==> src/rtl/uart_tx_serializer.sv <==
// uart_tx_serializer: UART transmit serializer.
// Accepts a parallel word on tx_start and sends one asynchronous frame
// (start, data LSB-first, optional parity, stop) on a registered tx_out.
// Optional feature macro: UART_PARITY_EN (adds one parity bit after data).
//
// state   | meaning
// --------+-------------------------------------------------------------
// IDLE    | line high, waiting for tx_start
// START   | start bit (line low) for CLKS_PER_BIT cycles
// DATA    | data bits LSB-first, one per CLKS_PER_BIT cycles
// PARITY  | parity bit (only with UART_PARITY_EN)
// STOP    | STOP_BITS stop bits (line high), then back to IDLE with tx_done

module uart_tx_serializer #(
    parameter int DATA_WIDTH   = 8,
    parameter int CLKS_PER_BIT = 434,
    parameter int STOP_BITS    = 1
) (
    input  logic                  clk,
    input  logic                  rst,
    input  logic                  tx_start,
    input  logic [DATA_WIDTH-1:0] tx_data,
    input  logic                  parity_odd,
    output logic                  tx_out,
    output logic                  tx_busy,
    output logic                  tx_done
);

    localparam int BAUD_W = (CLKS_PER_BIT > 1) ? $clog2(CLKS_PER_BIT) : 1;
    localparam int BIT_W  = $clog2(DATA_WIDTH + 1);

    localparam logic [BAUD_W-1:0] BAUD_LAST = BAUD_W'(CLKS_PER_BIT - 1);
    localparam logic [BIT_W-1:0]  DATA_LAST = BIT_W'(DATA_WIDTH - 1);
    localparam logic [BIT_W-1:0]  STOP_LAST = BIT_W'(STOP_BITS - 1);

    if (CLKS_PER_BIT < 2) begin : g_bad_clks_per_bit
        $error("uart_tx_serializer: CLKS_PER_BIT must be >= 2");
    end
    if (STOP_BITS != 1 && STOP_BITS != 2) begin : g_bad_stop_bits
        $error("uart_tx_serializer: STOP_BITS must be 1 or 2");
    end
    if (DATA_WIDTH < 5 || DATA_WIDTH > 9) begin : g_bad_data_width
        $error("uart_tx_serializer: DATA_WIDTH must be in 5..9");
    end

    typedef enum logic [2:0] {
        ST_IDLE   = 3'd0,
        ST_START  = 3'd1,
        ST_DATA   = 3'd2,
`ifdef UART_PARITY_EN
        ST_PARITY = 3'd3,
`endif
        ST_STOP   = 3'd4
    } state_t;

    state_t                  state_q, state_d;
    logic [BAUD_W-1:0]       baud_q, baud_d;
    logic [BIT_W-1:0]        bit_q, bit_d;
    logic [DATA_WIDTH-1:0]   shift_q, shift_d;
    logic                    tx_out_q, tx_out_d;
    logic                    tx_busy_q, tx_busy_d;
    logic                    tx_done_q, tx_done_d;
    logic                    baud_end;

`ifdef UART_PARITY_EN
    // Parity bit is fixed at acceptance so later input changes cannot leak in.
    logic                    par_q, par_d;
`else
    logic                    unused_parity_odd;
    assign unused_parity_odd = parity_odd;
`endif

    // Next-state, counters and registered-output decode.
    always_comb begin
        state_d   = state_q;
        baud_d    = baud_q;
        bit_d     = bit_q;
        shift_d   = shift_q;
        tx_done_d = 1'b0;
        tx_out_d  = 1'b1;
        tx_busy_d = 1'b0;
        baud_end  = (baud_q == BAUD_LAST);
`ifdef UART_PARITY_EN
        par_d     = par_q;
`endif

        case (state_q)
            ST_IDLE: begin
                if (tx_start) begin
                    shift_d = tx_data;
                    baud_d  = '0;
                    bit_d   = '0;
                    state_d = ST_START;
`ifdef UART_PARITY_EN
                    par_d   = (^tx_data) ^ parity_odd;
`endif
                end
            end
            ST_START: begin
                if (baud_end) begin
                    baud_d  = '0;
                    state_d = ST_DATA;
                end else begin
                    baud_d = baud_q + 1'b1;
                end
            end
            ST_DATA: begin
                if (baud_end) begin
                    baud_d  = '0;
                    shift_d = shift_q >> 1;
                    if (bit_q == DATA_LAST) begin
                        bit_d   = '0;
`ifdef UART_PARITY_EN
                        state_d = ST_PARITY;
`else
                        state_d = ST_STOP;
`endif
                    end else begin
                        bit_d = bit_q + 1'b1;
                    end
                end else begin
                    baud_d = baud_q + 1'b1;
                end
            end
`ifdef UART_PARITY_EN
            ST_PARITY: begin
                if (baud_end) begin
                    baud_d  = '0;
                    state_d = ST_STOP;
                end else begin
                    baud_d = baud_q + 1'b1;
                end
            end
`endif
            ST_STOP: begin
                // bit_q is reused here to count stop bits.
                if (baud_end) begin
                    baud_d = '0;
                    if (bit_q == STOP_LAST) begin
                        bit_d     = '0;
                        state_d   = ST_IDLE;
                        tx_done_d = 1'b1;
                    end else begin
                        bit_d = bit_q + 1'b1;
                    end
                end else begin
                    baud_d = baud_q + 1'b1;
                end
            end
            default: begin
                state_d = ST_IDLE;
                baud_d  = '0;
                bit_d   = '0;
            end
        endcase

        // Outputs are decoded from the next state so the flop shows the new
        // bit in the same cycle the state register changes.
        case (state_d)
            ST_START:  tx_out_d = 1'b0;
            ST_DATA:   tx_out_d = shift_d[0];
`ifdef UART_PARITY_EN
            ST_PARITY: tx_out_d = par_d;
`endif
            default:   tx_out_d = 1'b1;
        endcase
        tx_busy_d = (state_d != ST_IDLE);
    end

    // State, counters, shift register and output flops with synchronous reset.
    always_ff @(posedge clk) begin
        if (rst) begin
            state_q   <= ST_IDLE;
            baud_q    <= '0;
            bit_q     <= '0;
            shift_q   <= '0;
            tx_out_q  <= 1'b1;
            tx_busy_q <= 1'b0;
            tx_done_q <= 1'b0;
`ifdef UART_PARITY_EN
            par_q     <= 1'b0;
`endif
        end else begin
            state_q   <= state_d;
            baud_q    <= baud_d;
            bit_q     <= bit_d;
            shift_q   <= shift_d;
            tx_out_q  <= tx_out_d;
            tx_busy_q <= tx_busy_d;
            tx_done_q <= tx_done_d;
`ifdef UART_PARITY_EN
            par_q     <= par_d;
`endif
        end
    end

    assign tx_out  = tx_out_q;
    assign tx_busy = tx_busy_q;
    assign tx_done = tx_done_q;

endmodule
==> config.mk <==
export PLATFORM = sky130hd
export DESIGN_NAME = uart_tx_serializer
export DESIGN_NICKNAME = d
export VERILOG_FILES = /design/src/rtl/uart_tx_serializer.sv
export SDC_FILE = /design/constraint.sdc
export NUM_CORES = 1
export LEC_CHECK = 0
export ABC_AREA = 1
export ABC_CLOCK_PERIOD_IN_PS = 1630
export CORE_MARGIN = 2
export CORE_UTILIZATION = 45
export CTS_BUF_LIST = sky130_fd_sc_hd__clkbuf_16
export DETAILED_ROUTE_END_ITERATION = 8
export PLACE_DENSITY = 0.7
export SYNTH_ARGS = -nofsm -noshare
export SYNTH_HDL_FRONTEND = slang
export SYNTH_SLANG_ARGS = --single-unit
==> constraint.sdc <==
create_clock -name clk -period 1.63 [get_ports clk]
set_input_delay 0.163 -clock clk [delete_from_list [all_inputs] [get_ports clk]]
set_output_delay 0.163 -clock clk [all_outputs]
set_load 0.1 [all_outputs]
==> run summary, run 1 <==
sequential element share of the synthesized area: 38.16%
Critical Path Sink Type: flip-flop
adder-cell share of the synthesized area: 3.534%
DRT iter0 DRCs: 48
DRT Pass-1 Iters: 4
via count of the first global-routing pass: 1154
remaining antenna violation count: 0
via/cell ratio: 4.738
status: finished clean
Async SR Flop Fraction: 0%
first-pass GRT wire length: 4850 um
Die W: 60.10 um
CP Max Fanout: 9
Total Routing Usage GR: 17.64%
RSZ-0062 raised after global routing: no
CP Class: flip-flop to flip-flop
R2R setup slack: 160 ps
CTS Hold Buffers Added: 0
Synth cell types: 24
FMAX: 0.6806 GHz
Initial Utilization: 46.78%
Clock Latency Late Sink: 270 ps
worst-case clock skew: 6.282 ps
Synth Area per Inst: 6.943 um2
Slew HR: 78.43%
DIE HEIGHT: 60.10 um
clk slew on worst S/H paths: 70 ps
CP max stage cell: dfxtp_1
Site Rows: 20
fin util: 57.31%
Post-CTS Setup Bufs: 0
Worst IR Drop VDD: 0.7143 mV
Overall Power: 1.446 mW
compound-gate portion of the synthesized area: 11.31%
Slew Viols, Final: 0
clock buffer depth: 2
post-cts gate resize count: 0
dpl ws: 117.8 ps
source of the critical timing path: baud_q[0]$_SDFFE_PP0N_
Total Routed Length: 2662 um
synthesized instance count: 204
final instance area: 1735 um2
Setup WS post-layout: 160.7 ps
layout cells sized above 1: 14.80%
IO Pins: 15
Syn. warnings: 0
Pleak: 0.7694 nW
CP peak stage delay: 390 ps
htree depth: 1
Tmin final: 1469 ps
R2R Path End: baud_q[6]$_SDFFE_PP0N_
core area: 3028 um2
Hold Crit Depth: 2
CTS tree: done
Hold/Removal Path Class: flip-flop to flip-flop
PwrDens: 833.2 nW/um2
CP Launch Type: flip-flop
# clock sinks: 27
vias post-DR: 1265
worst endpoint required time: 1790 ps
Reg2Reg Depth: 8
DP Area: 1650 um2
Buf/Inv on CP: 0
synthesized cell area: 1416 um2
HPWL Detailed: 2054 um
Synth top area share: 38.16%
count of final hold-check violations: 0
final setup TNS: 0 ps
leading area contributor after synthesis: dfxtp_1
RePlAce Congestion: 0.8776
PortBufs: 13
area growth from synthesis to layout: 22.53%
Slew @ Worst Pin: 322.4 ps
largest family of logic cells by synthesized area: simple AND/OR/NAND/NOR gates
post-synthesis simple-gate area fraction: 39.13%
Layout Cells excl Fill: 267
xor/xnor share of the synthesized area: 1.237%
RR Startpoint: baud_q[0]$_SDFFE_PP0N_
root buffer cell: clkbuf_16
# setup viols final: 0
WP data arrival: 1630 ps
CP Depth: 8
EDFF count, synth: 0
die area: 3612 um2
TritonCTS Buffers: 3
Final period util: 90.14%
Syn Nets: 220
NumNets Final: 240
largest net degree at the start of global routing: 16
max-cap viol count: 0
DRC viols: 0
drt wl/cell: 9.970 um
final hold slack: 456.7 ps
delay-heaviest family, CP: simple AND/OR/NAND/NOR gates
Area contributors post-synth: dfxtp_1 38%, nand2_1 17%, nand3_1 6.4%
Inst Count DP: 263
CP Cell Sequence: ha_1, nand2_1, nor2_4, nand2_4, nand2_4, nand3_1, nand2_2, nor2_1
crit path to: baud_q[6]$_SDFFE_PP0N_
main flop type after synthesis: dfxtp_1
most frequent CP cell: nand2_4
global route overflow: 0
post-synthesis mux area share: 0%
number of synthesized register bits: 27
ant diodes: 0
Filler cells: 289
antenna violations before repair: 0
## worst register-to-register path: cells and delay by family (launching register included)
family,cells,cell delay [ps]
adders and majority gates,1,180
and+or+nand+nor,7,790
DFF,1,390
## how the worst min path moves through the flow
| stage | startpoint | endpoint | slack [ps] |
|---|---|---|---|
| 2_1_floorplan | tx_data[7] | shift_q[7]$_SDFFE_PP0P_ | 310 |
| 3_3_place_gp | shift_q[7]$_SDFFE_PP0P_ | shift_q[7]$_SDFFE_PP0P_ | 450 |
| 3_5_place_dp | shift_q[7]$_SDFFE_PP0P_ | shift_q[7]$_SDFFE_PP0P_ | 450 |
| 4_1_cts | shift_q[7]$_SDFFE_PP0P_ | shift_q[7]$_SDFFE_PP0P_ | 460 |
| 5_1_grt | tx_data[7] | shift_q[7]$_SDFFE_PP0P_ | 480 |
| 6_report | shift_q[7]$_SDFFE_PP0P_ | shift_q[7]$_SDFFE_PP0P_ | 460 |
## area by class of cell
type / instances / area, um2 / share of cell area (%)
clock buffer: 3 / 75.07 / 4.326
clock inverter: 1 / 5.005 / 0.2884
inverter: 24 / 90.09 / 5.191
multi-input combinational: 152 / 787.0 / 45.35
sequential: 27 / 540.5 / 31.15
tap: 44 / 55.05 / 3.172
timing repair buffer: 16 / 182.7 / 10.53
## Yosys cell counts, drive strengths merged, types with 2 or more instances
master  instances
nand3          20
nand4           2
a21oi          14
o21ai           6
inv            24
ha              4
nor2           23
nand2          70
xor2            2
a21boi          6
or2             2
dfxtp          27
## registers in the layout, summed over array words and instances, names as in the netlist
| register | flops |
|---|---|
| tx_done | 1 |
| baud_q | 9 |
| shift_q | 8 |
| state_q | 3 |
| tx_busy | 1 |
| tx_out | 1 |
| bit_q | 4 |
## cells by family after synthesis
logic type	count (synthesis)
compound gates	27
xor+xnor	2
fa+ha+maj	4
flops	27
buf+inv	25
simple gates	119
## metal layers
metal	vias to the layer above	global-route usage, %	wire, um
li1	686	-	-
met2	14	29.81	1235
met4	0	3.492	20
met1	561	22.58	1312
met5	-	0	0
met3	4	4.545	94
## power breakdown
group          switching (mW)  total [mW]  internal (mW)
Clock                   0.233       0.564          0.332
Combinational           0.105       0.187         0.0817
Sequential             0.0138       0.695          0.681
Total                   0.352        1.45           1.09
## cells in the final DEF (no fill, tap or decap), drive strengths merged, types with 2 or more instances in the layout
cell type and count:
o21ai 6, nand4 2, nand3 20, a21oi 14, clkdlybuf4s50 10, clkbuf 3, nor2 23, ha 4
a21boi 6, inv 24, xor2 2, buf 6, nand2 70, dfxtp 27, or2 2
No activity file was read; power rests on OpenSTA's default activity.
==> run 2, diff against run 1 <==
- SETUP_SLACK_MARGIN: unset -> 0.5
- SLEW_MARGIN: unset -> 15
==> run 2 against run 1 <==
Net effect: die area did not move; power fell by 0.58%; maximum frequency rose by 12%; critical path type unchanged; largest power group unchanged.
==> run summary, run 2 (synthesis gave the netlist of run 1 again) <==
source of the critical timing path: baud_q[0]$_SDFFE_PP0N_
IO Pins: 15
Site Rows: 20
max FFs per register: 9
Clock Latency Late Sink: 260 ps
first-pass GRT wire length: 4885 um
die area: 3612 um2
CTS tree: done
htree depth: 1
global route overflow: 0
final setup TNS: 0 ps
Tmin final: 1310 ps
Slew @ Worst Pin: 280.1 ps
Slew HR: 81.16%
Worst IR Drop VDD: 0.6553 mV
worst endpoint required time: 1780 ps
vias post-DR: 1293
Multi-input gate area: 877.1 um2
ant diodes: 0
clk slew on worst S/H paths: 60 ps
drt wl/cell: 10.61 um
RSZ-0062 raised after global routing: yes
CP Launch Type: flip-flop
antenna violations before repair: 0
Hold/Removal Path Class: flip-flop to flip-flop
DRT Pass-1 Iters: 4
Final period util: 80.37%
Total Routing Usage GR: 17.23%
crit path to: shift_q[0]$_SDFF_PP0_
layout cells sized above 1: 28.63%
PwrDens: 763.0 nW/um2
DRC viols: 0
WP data arrival: 1460 ps
area growth from synthesis to layout: 33.04%
CP Max Fanout: 5
Inst Count DP: 262
Register Area: 553.0 um2
# setup viols final: 0
clock buffer depth: 2
Reg2Reg Depth: 8
Filler cells: 281
RePlAce Congestion: 0.8616
CP Class: flip-flop to flip-flop
Initial Utilization: 46.78%
via count of the first global-routing pass: 1192
DP Area: 1687 um2
FMAX: 0.7633 GHz
largest net degree at the start of global routing: 15
R2R Path End: shift_q[0]$_SDFF_PP0_
remaining antenna violation count: 0
DIE HEIGHT: 60.10 um
Die W: 60.10 um
# clock sinks: 27
Pleak: 0.8213 nW
count of final hold-check violations: 0
Total Routed Length: 2874 um
via/cell ratio: 4.771
Critical Path Sink Type: flip-flop
RR Startpoint: baud_q[0]$_SDFFE_PP0N_
final hold slack: 459.6 ps
max-cap viol count: 0
PortBufs: 13
status: finished clean
DRT iter0 DRCs: 46
CTS Hold Buffers Added: 0
HPWL Detailed: 1996 um
root buffer cell: clkbuf_16
Layout Cells excl Fill: 271
Top reg by flops: baud_q
leading cell type in the layout, fill and taps excluded: nand2_1
final instance area: 1884 um2
Slew Viols, Final: 0
core area: 3028 um2
Overall Power: 1.438 mW
worst-case clock skew: 2.449 ps
NumNets Final: 244
TritonCTS Buffers: 3
commonest cells after routing, fill and taps aside: 56 x nand2_1, 21 x dfxtp_1, 17 x inv_1
largest registers: baud_q: 9 flops, shift_q: 8 flops, bit_q: 4 flops
R2R setup slack: 320 ps
## run 2: cell type report
type,count,share of cell area [%]
Multi-Input combinational cell,152,46.55
Sequential cell,27,29.35
Timing Repair Buffer,20,11.95
Inverter,24,5.046
Clock buffer,3,3.984
Tap cell,44,2.922
Clock inverter,1,0.1992
## run 2: where the power goes
part / internal (mW) / leakage [nW] / switching [mW]
combinational: 0.0889 / 0.556 / 0.113
sequential: 0.680 / 0.223 / 0.0154
clock: 0.328 / 0.0423 / 0.213
total: 1.10 / 0.821 / 0.341
## run 2: through the flow
stage	util [%]	worst slack, ps
after floorplan	-	441.1
after global placement	55.70	132.4
after detailed placement	55.70	134.1
after CTS	60.12	310.4
after global routing	62.23	221.9
final	62.23	319.9
## run 2: how the worst min path moves through the flow
stage / end / startpoint / depth (start not counted) / slack [ps]
global placement: shift_q[7]$_SDFFE_PP0P_ / shift_q[7]$_SDFFE_PP0P_ / 2 / 450
floorplan: shift_q[7]$_SDFFE_PP0P_ / tx_data[7] / 2 / 310
global route: shift_q[3]$_SDFFE_PP0P_ / shift_q[3]$_SDFFE_PP0P_ / 2 / 480
detailed placement: shift_q[7]$_SDFFE_PP0P_ / shift_q[7]$_SDFFE_PP0P_ / 2 / 450
CTS: shift_q[7]$_SDFFE_PP0P_ / tx_data[7] / 3 / 460
finish: shift_q[7]$_SDFFE_PP0P_ / shift_q[7]$_SDFFE_PP0P_ / 2 / 460
## run 2: repair_timing
| item | 4_1_cts | 5_1_grt |
|---|---|---|
| pin swaps | 2 | 3 |
| resized for setup | 7 | 16 |
| setup buffers | 3 | 2 |
| endpoints found under the setup margin | 26 | 27 |
| hold endpoints to repair | 0 | 0 |
## run 2: routing by layer
metal / track usage (%) / wire length, um / up-vias
met1: 20.60 / 1320 / 575
met3: 4.329 / 94 / 2
met2: 30.90 / 1454 / 18
li1: - / - / 698
met4: 3.492 / 5 / 0
met5: 0 / 0 / -
## run 2: worst max-delay path: stages, from the launching register on
cell     delay [ps]
dfxtp_4         380
ha_4            140
nand2_4          40
nor2_4          110
buf_4           140
nand3_2          90
nand3_2          80
nand3_2          80
and2_1          150
==> run 3, diff against run 2 <==
- ABC_CLOCK_PERIOD_IN_PS: 1630 -> 1350
- clock period: 1.63 -> 1.35 ns (I/O delays scaled with it)
==> run 3 against run 2 <==
Net effect: setup slack lost 270 ps; non-clock buffer count rose by 3; routed wire length is 12% higher; sequential cell count stayed put; power is 25% higher; clock power up 25%; hold slack lost 8.8 ps; sequential power grew 21%; highest routed layer unchanged; clock skew barely moved; first-iteration DRC count rose by 28%.
==> run summary, run 3 (synthesis gave the netlist of run 1 again) <==
DRC viols: 0
met2 GRT Util: 30.12%
Initial Utilization: 46.78%
ant diodes: 0
HP Start: tx_data[7]
worst-case clock skew: 2.200 ps
leading cell type in the layout, fill and taps excluded: nand2_1
DRT iter0 DRCs: 59
PwrDens: 874.5 nW/um2
Comb pwr share: 15.6%
root buffer cell: clkbuf_16
RSZ-0062 raised after global routing: yes
Slew Viols, Final: 0
FMAX: 0.7704 GHz
CP max stage cell: dfxtp_4
remaining antenna violation count: 0
Final period util: 96.15%
Slew HR: 74.15%
clk slew on worst S/H paths: 70 ps
# clock sinks: 27
PortBufs: 13
Hold EP: shift_q[7]$_SDFFE_PP0P_
RePlAce Congestion: 0.8304
Slew @ Worst Pin: 387.3 ps
area growth from synthesis to layout: 44.96%
CP Cell Sequence: ha_4, nand2_4, nor2_4, nand2_4, inv_2, nand2_2, nand2_2, nand2_2, nand2_1, nand2_1
Tmin final: 1298 ps
Worst IR Drop VDD: 0.5175 mV
commonest cells after routing, fill and taps aside: 48 x nand2_1, 18 x dfxtp_1, 17 x nand2_2
Clock Latency Late Sink: 260 ps
Die W: 60.10 um
CTS tree: done
DP Area: 1754 um2
max-cap viol count: 0
NumNets Final: 248
core area: 3028 um2
Site Rows: 20
DIE HEIGHT: 60.10 um
most frequent CP cell: nand2_2
drt wl/cell: 11.67 um
GR met3 Demand/Resource: 2.597%
Pleak: 0.8580 nW
CTS Hold Buffers Added: 0
status: finished clean
Reg2Reg Depth: 10
die area: 3612 um2
Overall Power: 1.795 mW
Hold Crit Depth: 3
global route overflow: 0
max FFs per register: 9
Seq pwr share: 46.9%
WP data arrival: 1450 ps
HPWL Detailed: 2091 um
first-pass GRT wire length: 4974 um
CP Max Fanout: 6
clock buffer depth: 2
Switch Pwr: 0.4593 mW
R2R Path End: tx_out$_SDFF_PP1_
antenna violations before repair: 0
IO Pins: 15
DRT Pass-1 Iters: 4
CP peak stage delay: 390 ps
vias post-DR: 1322
# setup viols final: 0
met1 Use GR: 24.38%
largest net degree at the start of global routing: 15
Hold/Removal Path Class: primary input to flip-flop
Total Routing Usage GR: 18.51%
Critical Path Sink Type: flip-flop
switch share: 25.58%
Clock power frac: 37.5%
R2R setup slack: 50 ps
layout cells sized above 1: 43.29%
final instance area: 2053 um2
count of final hold-check violations: 0
Total Routed Length: 3210 um
via count of the first global-routing pass: 1167
TritonCTS Buffers: 3
RR Startpoint: baud_q[0]$_SDFFE_PP0N_
CP Launch Type: flip-flop
CP Class: flip-flop to flip-flop
busiest grt layer: met2
worst endpoint required time: 1500 ps
htree depth: 1
via/cell ratio: 4.807
largest registers: baud_q: 9 flops, shift_q: 8 flops, bit_q: 4 flops
Int Pwr: 1.336 mW
Top reg by flops: baud_q
==> run 3: per-stage QoR <==
step | utilization (%) | hold slack [ps] | std cells | worst slack [ps] | setup TNS (ps)
final | 67.81 | 450.8 | 275 | 51.96 | 0
after global placement | 57.93 | 451.2 | 268 | -38.31 | -258.0
after detailed placement | 57.93 | 452.8 | 268 | -50.33 | -405.0
after CTS | 63.10 | 453.3 | 275 | 26.54 | 0
after global routing | 67.81 | 461.1 | 275 | -33.26 | -286.4
after floorplan | - | 282.3 | 204 | 161.1 | 0
==> run 3: worst max path at each step <==
stage                      startpoint                       to  slack, ps  cells after the start
5_1_grt        baud_q[0]$_SDFFE_PP0N_   baud_q[8]$_SDFFE_PP0N_        -30                      8
4_1_cts        baud_q[1]$_SDFFE_PP0N_  shift_q[1]$_SDFFE_PP0P_         30                      9
2_1_floorplan  baud_q[1]$_SDFFE_PP0N_        tx_out$_SDFF_PP1_        160                     11
3_3_place_gp                 tx_start    bit_q[0]$_SDFFE_PP0P_        -40                      8
6_report       baud_q[0]$_SDFFE_PP0N_        tx_out$_SDFF_PP1_         50                     10
3_5_place_dp                 tx_start    bit_q[0]$_SDFFE_PP0P_        -50                      8
==> run 3: worst max-delay path: cells and delay by family, from the launching register on <==
family	cells	cell delay, ps
adders and majority gates	1	140
and+or+nand+nor	8	580
DFF	1	390
buffers and inverters	1	80
==> run 3: repair_timing <==
action | 4_1_cts | 5_1_grt
endpoints found under the setup margin | 30 | 30
pin swaps | 12 | 13
endpoints found under the hold margin | 0 | 0
buffers inserted | 2 | 0
gates resized for setup | 17 | 40
gates cloned | 1 | 0
==> run 3: per-layer routing <==
metal	share of wire [%]	up-vias
li1	-	702
met1	47	602
met2	50	14
met3	2.3	4
met4	1.2	0
met5	0	-
==> run 3: cell type report <==
type	count	area, um2
fillers	262	974.7
multi-input cells	153	1018
repair buffers	23	246.5
flip-flops and latches	27	559.3
well taps	44	55.05
clock inverters	1	3.754
clock buffers	3	75.07
inverters	24	95.09
==> run 3: power by group through the flow <==
stage / Sequential, mW / Clock, mW / Combinational (mW)
floorplan: 0.888 / 0 / 0.109
global route: 0.843 / 0.704 / 0.301
detailed placement: 0.857 / 0 / 0.233
finish: 0.842 / 0.674 / 0.280
global placement: 0.857 / 0 / 0.233
CTS: 0.840 / 0.680 / 0.261
